File: config.mk
export PLATFORM = sky130hd
export DESIGN_NAME = mult_div_unit
export DESIGN_NICKNAME = d
export VERILOG_FILES = /design/src/rtl/mult_div_unit.sv
export SDC_FILE = /design/constraint.sdc
export NUM_CORES = 1
export LEC_CHECK = 0
export ABC_AREA = 1
export CAP_MARGIN = 10
export CORE_ASPECT_RATIO = 0.5
export CORE_MARGIN = 1
export CORE_UTILIZATION = 61
export DETAILED_ROUTE_END_ITERATION = 8
export GPL_ROUTABILITY_DRIVEN = 0
export HOLD_SLACK_MARGIN = 0.08
export PLACE_DENSITY = 0.82
export SETUP_SLACK_MARGIN = 0.15
export SYNTH_ARGS = -nofsm -noshare
export SYNTH_HDL_FRONTEND = slang
export SYNTH_SLANG_ARGS = --single-unit
File: constraint.sdc
create_clock -name clock -period 11.5 [get_ports clock]
set_input_delay 1.15 -clock clock [delete_from_list [all_inputs] [get_ports clock]]
set_output_delay 1.15 -clock clock [all_outputs]
set_load 0.1 [all_outputs]
File: src/rtl/mult_div_unit.sv
// Iterative signed multiply (radix-2 Booth) / divide (restoring) unit for the multicycle CPU.
// One iteration per cycle for WIDTH cycles, then a one-cycle done pulse with HI/LO results.
module mult_div_unit #(
  parameter int unsigned WIDTH = 32
) (
  input  logic             clock,
  input  logic             reset,
  input  logic             start_mult,
  input  logic             start_div,
  input  logic [WIDTH-1:0] a_in,
  input  logic [WIDTH-1:0] b_in,
  output logic             busy,
  output logic             done,
  output logic             div_zero,
  output logic [WIDTH-1:0] hi_out,
  output logic [WIDTH-1:0] lo_out
);

  localparam int unsigned CntW = (WIDTH > 1) ? $clog2(WIDTH) : 1;
  localparam logic [CntW-1:0] LastCnt = CntW'(WIDTH - 1);

  typedef enum logic [1:0] {StIdle, StMult, StDiv, StDone} state_e;

  state_e              state_q, state_d;
  logic [CntW-1:0]     cnt_q, cnt_d;
  // Booth accumulator: {A (WIDTH+1), Q (WIDTH), q_-1}; A is one bit wider so -2^(W-1)
  // as multiplicand cannot overflow the add/subtract.
  logic [2*WIDTH+1:0]  acc_q, acc_d;
  logic [WIDTH:0]      mcand_q, mcand_d;
  logic [WIDTH-1:0]    rem_q, rem_d;
  logic [WIDTH-1:0]    quo_q, quo_d;
  logic [WIDTH-1:0]    dvs_q, dvs_d;
  logic                q_neg_q, q_neg_d;
  logic                r_neg_q, r_neg_d;
  logic                dz_q, dz_d;
  logic [WIDTH-1:0]    hi_q, hi_d;
  logic [WIDTH-1:0]    lo_q, lo_d;

  logic [WIDTH:0]      booth_a, booth_sum;
  logic [2*WIDTH+1:0]  acc_step;
  logic [WIDTH:0]      div_shift, div_trial;
  logic [WIDTH-1:0]    rem_step, quo_step;
  logic [WIDTH-1:0]    a_mag, b_mag;

  // Single-iteration datapath for both operations
  always_comb begin
    booth_a = acc_q[2*WIDTH+1:WIDTH+1];
    case (acc_q[1:0])
      2'b01:   booth_sum = booth_a + mcand_q;
      2'b10:   booth_sum = booth_a - mcand_q;
      default: booth_sum = booth_a;
    endcase
    acc_step = {booth_sum[WIDTH], booth_sum, acc_q[WIDTH:1]};

    div_shift = {rem_q, quo_q[WIDTH-1]};
    div_trial = div_shift - {1'b0, dvs_q};
    if (!div_trial[WIDTH]) begin
      rem_step = div_trial[WIDTH-1:0];
      quo_step = {quo_q[WIDTH-2:0], 1'b1};
    end else begin
      rem_step = div_shift[WIDTH-1:0];
      quo_step = {quo_q[WIDTH-2:0], 1'b0};
    end

    a_mag = a_in[WIDTH-1] ? -a_in : a_in;
    b_mag = b_in[WIDTH-1] ? -b_in : b_in;
  end

  always_comb begin
    state_d = state_q;
    cnt_d   = cnt_q;
    acc_d   = acc_q;
    mcand_d = mcand_q;
    rem_d   = rem_q;
    quo_d   = quo_q;
    dvs_d   = dvs_q;
    q_neg_d = q_neg_q;
    r_neg_d = r_neg_q;
    dz_d    = dz_q;
    hi_d    = hi_q;
    lo_d    = lo_q;

    case (state_q)
      StIdle: begin
        if (start_mult) begin
          state_d = StMult;
          cnt_d   = '0;
          acc_d   = {{(WIDTH+1){1'b0}}, b_in, 1'b0};
          mcand_d = {a_in[WIDTH-1], a_in};
          dz_d    = 1'b0;
        end else if (start_div) begin
          if (b_in == '0) begin
            // Divide by zero: flag it and leave HI/LO untouched
            state_d = StDone;
            dz_d    = 1'b1;
          end else begin
            state_d = StDiv;
            cnt_d   = '0;
            rem_d   = '0;
            quo_d   = a_mag;
            dvs_d   = b_mag;
            q_neg_d = a_in[WIDTH-1] ^ b_in[WIDTH-1];
            r_neg_d = a_in[WIDTH-1];
            dz_d    = 1'b0;
          end
        end
      end
      StMult: begin
        acc_d = acc_step;
        cnt_d = cnt_q + CntW'(1);
        if (cnt_q == LastCnt) begin
          hi_d    = acc_step[2*WIDTH:WIDTH+1];
          lo_d    = acc_step[WIDTH:1];
          cnt_d   = '0;
          state_d = StDone;
        end
      end
      StDiv: begin
        rem_d = rem_step;
        quo_d = quo_step;
        cnt_d = cnt_q + CntW'(1);
        if (cnt_q == LastCnt) begin
          lo_d    = q_neg_q ? -quo_step : quo_step;
          hi_d    = r_neg_q ? -rem_step : rem_step;
          cnt_d   = '0;
          state_d = StDone;
        end
      end
      StDone: state_d = StIdle;
      default: state_d = StIdle;
    endcase
  end

  always_ff @(posedge clock or posedge reset) begin
    if (reset) begin
      state_q <= StIdle;
      cnt_q   <= '0;
      acc_q   <= '0;
      mcand_q <= '0;
      rem_q   <= '0;
      quo_q   <= '0;
      dvs_q   <= '0;
      q_neg_q <= 1'b0;
      r_neg_q <= 1'b0;
      dz_q    <= 1'b0;
      hi_q    <= '0;
      lo_q    <= '0;
    end else begin
      state_q <= state_d;
      cnt_q   <= cnt_d;
      acc_q   <= acc_d;
      mcand_q <= mcand_d;
      rem_q   <= rem_d;
      quo_q   <= quo_d;
      dvs_q   <= dvs_d;
      q_neg_q <= q_neg_d;
      r_neg_q <= r_neg_d;
      dz_q    <= dz_d;
      hi_q    <= hi_d;
      lo_q    <= lo_d;
    end
  end

  assign busy     = (state_q == StMult) || (state_q == StDiv);
  assign done     = (state_q == StDone);
  assign div_zero = (state_q == StDone) && dz_q;
  assign hi_out   = hi_q;
  assign lo_out   = lo_q;

endmodule
---- Yosys cells after proc, flatten, opt, wreduce, memory -nomap -nowiden ----
Cells that the tools add are included.
storage, ports and cells
  register bits after elaboration ......... 268
cells by class
  $add $sub $neg .......................... 8
  eq/ne operators ......................... 15
  multiplexer cells ....................... 36
  bitwise gates (word level) .............. 3
  reduce and logical (&&, ||, !) cells .... 18
operator list
  cell                                         count
  two-way mux 32 bit                           15
  one-hot mux 32 bit (2 select lines)          4
  one-hot mux 66 bit (2 select lines)          1
  negation 32 bit                              4
  two-way mux 66 bit                           1
  one-hot mux 33 bit (2 select lines)          1
  adder 33 bit                                 1
  subtractor 33 x 32 -> 33 bit                 1
  subtractor 33 bit                            1
  logical NOT 32 bit                           1
  two-way mux 5 bit                            4
  != test 2 bit, second input constant         6
  one-hot mux 5 bit (2 select lines)           1
  nonzero test 2 bit                           5
  AND reduction 2 bit                          4
  AND reduction 4 bit                          2
  == test 2 bit, second input constant         3
  two-way mux 2 bit                            3
  != test 3 bit, second input constant         2
  one-hot mux 2 bit (3 select lines)           1
  AND reduction 3 bit                          2
  adder 5 x 1 -> 5 bit, second input constant  1
  == test 5 bit, second input constant         1
  two-way mux 1 bit                            5
  8 further kinds                              10

---- Logic depth before layout (Yosys ltp) ----
Gate-level depths: netlist of run 1.
  depth in word-level cells ............... 6
  mapped depth ............................ 32
  gate-level depth less buffers ........... 31

---- Worst setup path after synthesis of run 1 ----
OpenSTA, ideal clock, no wires.
  path type ............................... register to register
  start point ............................. register quo_q[31]
  end point ............................... register lo_q[28] (netlist: lo_out[28])
  data arrival time ....................... 3.867 ns
  path slack .............................. 7.509 ns
  cell stages (with the launch flop) ...... 32
  clock period less this slack ............ 3.991 ns
  cell sequence ........................... dfrtp_1 > inv_1 > ha_1 > inv_1 > fa_1 > nand3_1 > nand3_2 > nand2_2 > nand2_2 > nand2_2 > nand2_2 > nand2_4 > nand3_4 > nand2_8 > buf_6 > buf_6 > ha_1 > nand3_1 > nor3_2 > nand3_1 > nor3_1 > nand2_1 > nor2_2 > nand4_1 > nor2_1 > nand2_1 > nor2_1 > nand3_1 > nand2_1 > nand3_1 > o211ai_1 > nand2_1
between the ends
  longest elaborated chain between the ends .. 6
RTL lines
  what                                 line  RTL
  start, declared                      31    logic [WIDTH-1:0] quo_q, quo_d;
  start signal, assigned               154   quo_q <= quo_d;
  subtractor 33 x 32 -> 33 bit         56    div_trial = div_shift - {1'b0, dvs_q};
  two-way mux 1 bit                    57    if (!div_trial[WIDTH]) begin
  negation 32 bit                      123   lo_d = q_neg_q ? -quo_step : quo_step;
  two-way mux 32 bit                   123
  two-way mux 32 bit                   122   if (cnt_q == LastCnt) begin
  one-hot mux 32 bit (2 select lines)  83    case (state_q)
  end signal, assigned                 160   lo_q <= lo_d;
  end, declared                        37    logic [WIDTH-1:0] lo_q, lo_d;
Every way passes these cells. The select of a mux whose other input is x is not followed.
A chain may end at the register's enable or synchronous reset.

---- Final worst setup path of run 1 ----
Same ends and word-level chain as after synthesis.

==> flow_metrics.env, run 1 <==
export IMPL_outcome="finished, final reports clean"
export IMPL_post_cts_buffers=0
export IMPL_slew_headroom=0.2271
export IMPL_cp_required_ps=11960
export IMPL_critPathTopFamily="simple AND/OR/NAND/NOR gates"
export IMPL_drc=0
export IMPL_final_common_cell="nand2_1"
export IMPL_core_um2=33340
export IMPL_ys_types=58
export IMPL_rsz0062_at_grt="false"
export IMPL_antenna_found_initial=4
export IMPL_wire_per_inst_um=17.61
export IMPL_nNetsFinal=3446
export IMPL_htree_num_levels=1
export IMPL_synthCells=3232
export IMPL_first_pass_iters=8
export IMPL_max_stage_delay_ps=430
export IMPL_crit_buf_inv=2
export IMPL_fp_dieH_um=132.7
export IMPL_vias=21790
export IMPL_pin_count=135
export IMPL_async_reset_ff_frac=1.000
export IMPL_worstMarginPinSlew_ps=1159
export IMPL_cts_root_buf="clkbuf_16"
export IMPL_worstSetupPathType="reg2reg"
export IMPL_ys_ff_latch=267
export IMPL_hp_class="reg2reg"
export IMPL_routed_wl_um=66180
export IMPL_crit_top_cell="nand3_1"
export IMPL_skew_ps=40.23
export IMPL_yosys_most_used_dff="dfrtp_1"
export IMPL_crit_path_max_fanout=42
export IMPL_ant_nets=0
export IMPL_drive_gt1_frac=0.04551
export IMPL_synth_area_per_cell_um2=6.452
export IMPL_ys_warn_count=0
export IMPL_synth_edf_count=0
export IMPL_fmax_ghz=0.2017
export IMPL_placed_area_um2=22420
export IMPL_arrival_ps=5420
export IMPL_grt_ovfl_total=0
export IMPL_drt_iter0_markers=2820
export IMPL_final_cell_mix="nand2_1, inv_1, nor2_1"
export IMPL_drv_slew=0
export IMPL_cts_tree="yes"
export IMPL_syn_cell_area_um2=20850
export IMPL_cp_end_kind="register"
export IMPL_grt_max_degree=156
export IMPL_fin_crit_sh=0.4312
export IMPL_hold_viol=0
export IMPL_syn_to_final_growth_pct=11.60
export IMPL_cts_resized=0
export IMPL_grt_pass1_vias=19420
export IMPL_via_per_inst=5.798
export IMPL_clk_path_buf_depth=3
export IMPL_start_util=0.6254
export IMPL_tns_ps=0
export IMPL_cts_buffers=26
export IMPL_diodes=0
export IMPL_synth_seq_area_share=0.3204
export IMPL_fillCellCount=2835
export IMPL_die_w_um=263.5
export IMPL_cp_slowest_cell="fa_1"
export IMPL_min_period_ps=4959
export IMPL_cts_sinks=267
export IMPL_clk_pin_slew_ps=70
export IMPL_io_buffers=134
export IMPL_grt_pass1_wl_um=104100
export IMPL_clkLatencyLatePin_ps=570
export IMPL_final_area_um2=23270
export IMPL_ctsHoldBuffers=0
export IMPL_r2r_slack_ps=6540
export IMPL_finalSetupViolations=0
export IMPL_startpoint_type="register"
export IMPL_die_area_um2=34970
export IMPL_maxCapViolations=0
export IMPL_rows=47
export IMPL_synth_nets=3378
export IMPL_track_usage=0.3768
export IMPL_dp_hpwl_um=50830
## through the flow
step                instances  hold slack [ps]  setup slack, ps    util
CTS                      3759            482.0             6674  0.6980
global placement         3713            462.3             6673  0.6725
global route             3759            497.2             6086  0.6980
detailed placement       3713            464.0             6529  0.6725
finish                   3759            477.7             6541  0.6980
floorplan                3232            449.1             2996       -
## cell type report
cell class,instances,area (µm²),share of cell area
flip-flops and latches,267,6681,0.2871
clock buffers,37,721.9,0.03102
multi-input cells,2397,11990,0.5154
well taps,441,551.8,0.02371
inverters,459,1730,0.07435
clock inverters,9,126.4,0.005430
repair buffers,149,1466,0.06301
## worst register-to-register path, delay by kind of cell (launching register included)
family | cells | cell delay, ps
flops | 1 | 360
simple gates | 23 | 3410
buf+inv | 2 | 170
compound gates | 1 | 80
fa+ha+maj | 3 | 840
## flip-flops by register name, indices dropped and copies added (netlist names)
| name | count |
|---|---|
| lo_out | 32 |
| dz_q | 1 |
| q_neg_q | 1 |
| dvs_q | 32 |
| cnt_q | 5 |
| acc_q | 65 |
| state_q | 2 |
| quo_q | 32 |
| hi_out | 32 |
| rem_q | 32 |
| mcand_q | 32 |
| r_neg_q | 1 |
## final timing paths
check                      startpoint         end  cells past startpoint
setup reg to reg            quo_q[31]  lo_out[28]                     29
hold / removal              hi_out[3]   hi_out[3]                      2
min in group asynchronous       reset  lo_out[20]                      2
hold reg to reg             hi_out[3]   hi_out[3]                      2
max in group asynchronous       reset   dvs_q[14]                      3
setup / recovery            quo_q[31]  lo_out[28]                     29
## synth_stat cells, drive strengths merged, types with 5 or more instances
| library cell | instances | area [µm²] |
|---|---|---|
| nand2 | 1070 | 4153 |
| o21ai | 272 | 1361 |
| o21bai | 5 | 37.54 |
| inv | 453 | 1700 |
| a31oi | 39 | 244.0 |
| a22o | 5 | 43.79 |
| xor2 | 67 | 586.8 |
| clkbuf | 81 | 304.0 |
| ha | 76 | 950.9 |
| o22ai | 30 | 187.7 |
| buf | 28 | 185.2 |
| dfrtp | 267 | 6681 |
| o31ai | 7 | 57.55 |
| or2 | 20 | 125.1 |
| nor2 | 287 | 1132 |
| nor3 | 40 | 215.2 |
| nor4 | 10 | 62.56 |
| nand4 | 36 | 225.2 |
| o211ai | 49 | 367.9 |
| nand3b | 11 | 82.58 |
| a21o | 10 | 75.07 |
| nand3 | 206 | 1076 |
| clkinv | 6 | 22.52 |
| a21oi | 115 | 598.1 |
| xnor2 | 20 | 175.2 |
## routing by layer
layer	vias to the layer above	global-route usage	part of all wire
li1	10510	-	-
met5	-	0	0.00039
met1	9970	0.5487	0.42
met3	120	0.1169	0.14
met4	4	0.09877	0.026
met2	1191	0.5391	0.41
## cell families after synthesis
family / synth area share
DFF: 0.3204
xor gates and xnor gates: 0.03654
muxes: 0.0004800
and+or+nand+nor: 0.3401
AOI/OAI and AO/OA: 0.1489
buffers and inverters: 0.1061
adders and majority gates: 0.04752
Power of run 1 is left out: the tool's default activity adds up to more than one toggle a clock period on the data nets, which glitch-free logic cannot reach.
==> run 2: changes to the inputs <==
--- a/config.mk
+++ b/config.mk
@@ -9,11 +9,11 @@
 export CAP_MARGIN = 10
 export CORE_ASPECT_RATIO = 0.5
 export CORE_MARGIN = 1
-export CORE_UTILIZATION = 61
+export CORE_UTILIZATION = 55
 export DETAILED_ROUTE_END_ITERATION = 8
 export GPL_ROUTABILITY_DRIVEN = 0
 export HOLD_SLACK_MARGIN = 0.08
-export PLACE_DENSITY = 0.82
+export PLACE_DENSITY = 0.78
 export SETUP_SLACK_MARGIN = 0.15
 export SYNTH_ARGS = -nofsm -noshare
 export SYNTH_HDL_FRONTEND = slang
==> constraint.sdc (replaced) <==
create_clock -name clock -period 4.53 [get_ports clock]
set_input_delay 0.453 -clock clock [delete_from_list [all_inputs] [get_ports clock]]
set_output_delay 0.453 -clock clock [all_outputs]
set_load 0.1 [all_outputs]
==> flow_metrics.env, run 2 (synthesized netlist as in run 1, its figures left out) <==
export IMPL_outcome="finished, final reports clean"
export IMPL_final_common_cell="nand2_1"
export IMPL_placed_area_um2=22600
export IMPL_largest_reg_flops=65
export IMPL_final_area_um2=23850
export IMPL_die_area_um2=38740
export IMPL_drv_slew=0
export IMPL_fmax_ghz=0.2369
export IMPL_r2r_start="quo_q[31]"
export IMPL_core_um2=36600
export IMPL_fin_crit_sh=0.9320
export IMPL_syn_to_final_growth_pct=14.38
export IMPL_crit_path_max_fanout=6
export IMPL_start_util=0.5697
export IMPL_cp_slowest_cell="fa_2"
export IMPL_r2r_end="lo_out[28]"
export IMPL_timing_critical_path_to="lo_out[28]"
export IMPL_cts_root_buf="clkbuf_16"
export IMPL_cp_required_ps=4990
export IMPL_die_w_um=277.4
export IMPL_wire_per_inst_um=18.00
export IMPL_hold_viol=0
export IMPL_startpoint_type="register"
export IMPL_ant_nets=0
export IMPL_antenna_found_initial=0
export IMPL_hp_class="in2async"
export IMPL_worstSetupPathType="reg2reg"
export IMPL_grt_max_degree=117
export IMPL_clkLatencyLatePin_ps=570
export IMPL_grt_pass1_wl_um=105600
export IMPL_grt_ovfl_total=0
export IMPL_vias=22100
export IMPL_worstMarginPinSlew_ps=1122
export IMPL_min_period_ps=4222
export IMPL_dp_hpwl_um=52290
export IMPL_reg2regPathDepth=29
export IMPL_arrival_ps=4680
export IMPL_cp_end_kind="register"
export IMPL_pin_count=135
export IMPL_drt_iter0_markers=2791
export IMPL_via_per_inst=5.763
export IMPL_cp_startpoint="quo_q[31]"
export IMPL_finalSetupViolations=0
export IMPL_routed_wl_um=69020
export IMPL_htree_num_levels=1
export IMPL_cts_buffers=27
export IMPL_fp_dieH_um=139.7
export IMPL_crit_top_cell="nand2_2"
export IMPL_diodes=0
export IMPL_largest_register="acc_q"
export IMPL_grt_pass1_vias=19360
export IMPL_skew_ps=14.78
export IMPL_track_usage=0.3469
export IMPL_fillCellCount=3329
export IMPL_rsz0062_at_grt="true"
export IMPL_cts_sinks=267
export IMPL_r2r_slack_ps=310
export IMPL_cts_tree="yes"
export IMPL_clk_pin_slew_ps=70
export IMPL_drive_gt1_frac=0.06834
export IMPL_clk_path_buf_depth=3
export IMPL_whs_ps=179.3
export IMPL_final_cell_mix="nand2_1, inv_1, nor2_1"
export IMPL_tns_ps=0
export IMPL_ctsHoldBuffers=0
export IMPL_maxCapViolations=0
export IMPL_max_stage_delay_ps=400
export IMPL_rows=49
export IMPL_slew_headroom=0.2512
export IMPL_first_pass_iters=8
export IMPL_drc=0
export IMPL_io_buffers=134
export IMPL_nNetsFinal=3480
## run 2: critical path: cells and delay by family, from the launching register on
kind            cells  cell delay [ps]
compound gates      1               90
simple gates       23             2800
fa+ha+maj           3              700
flops               1              360
buf+inv             2              170
## run 2: routing by layer
| metal | vias up | wire [µm] | GRT usage | part of all wire |
|---|---|---|---|---|
| li1 | 10590 | - | - | - |
| met1 | 10220 | 29780 | 0.5122 | 0.43 |
| met2 | 1153 | 28350 | 0.4953 | 0.41 |
| met3 | 134 | 9034 | 0.09822 | 0.13 |
| met4 | 0 | 1854 | 0.08509 | 0.027 |
| met5 | - | 0 | 0 | 0 |
## run 2: area by class of cell
class,instances,area (µm²),area share
inverter,459,1730,0.07255
clock buffer,35,745.7,0.03126
clock inverter,11,148.9,0.006242
tap,484,605.6,0.02539
multi-input combinational,2397,12200,0.5116
timing repair buffer,182,1737,0.07281
sequential,267,6683,0.2802
## run 2: repair_timing
item | in CTS | in global routing
endpoints found under the hold margin | 0 | 0
setup endpoints to repair | 1 | 22
gates resized for setup | 1 | 51
buffers inserted | 0 | 20
pin swaps | 0 | 26
## run 2: stage by stage
step / utilization / cells / setup WS, ps
floorplan: - / 3232 / 539.2
global placement: 0.6174 / 3769 / 268.3
detailed placement: 0.6174 / 3769 / 129.6
CTS: 0.6420 / 3815 / 171.3
global route: 0.6517 / 3835 / -3.192
finish: 0.6517 / 3835 / 308.1
## run 2: worst min path at each step
stage,end,startpoint,cells after the start
floorplan,dvs_q[27],dvs_q[27],2
global placement,hi_out[20],hi_out[20],2
global route,hi_out[24],reset,2
CTS,hi_out[24],reset,2
finish,hi_out[24],reset,2
detailed placement,hi_out[27],hi_out[27],2
Power of run 2 is left out for the same reason.
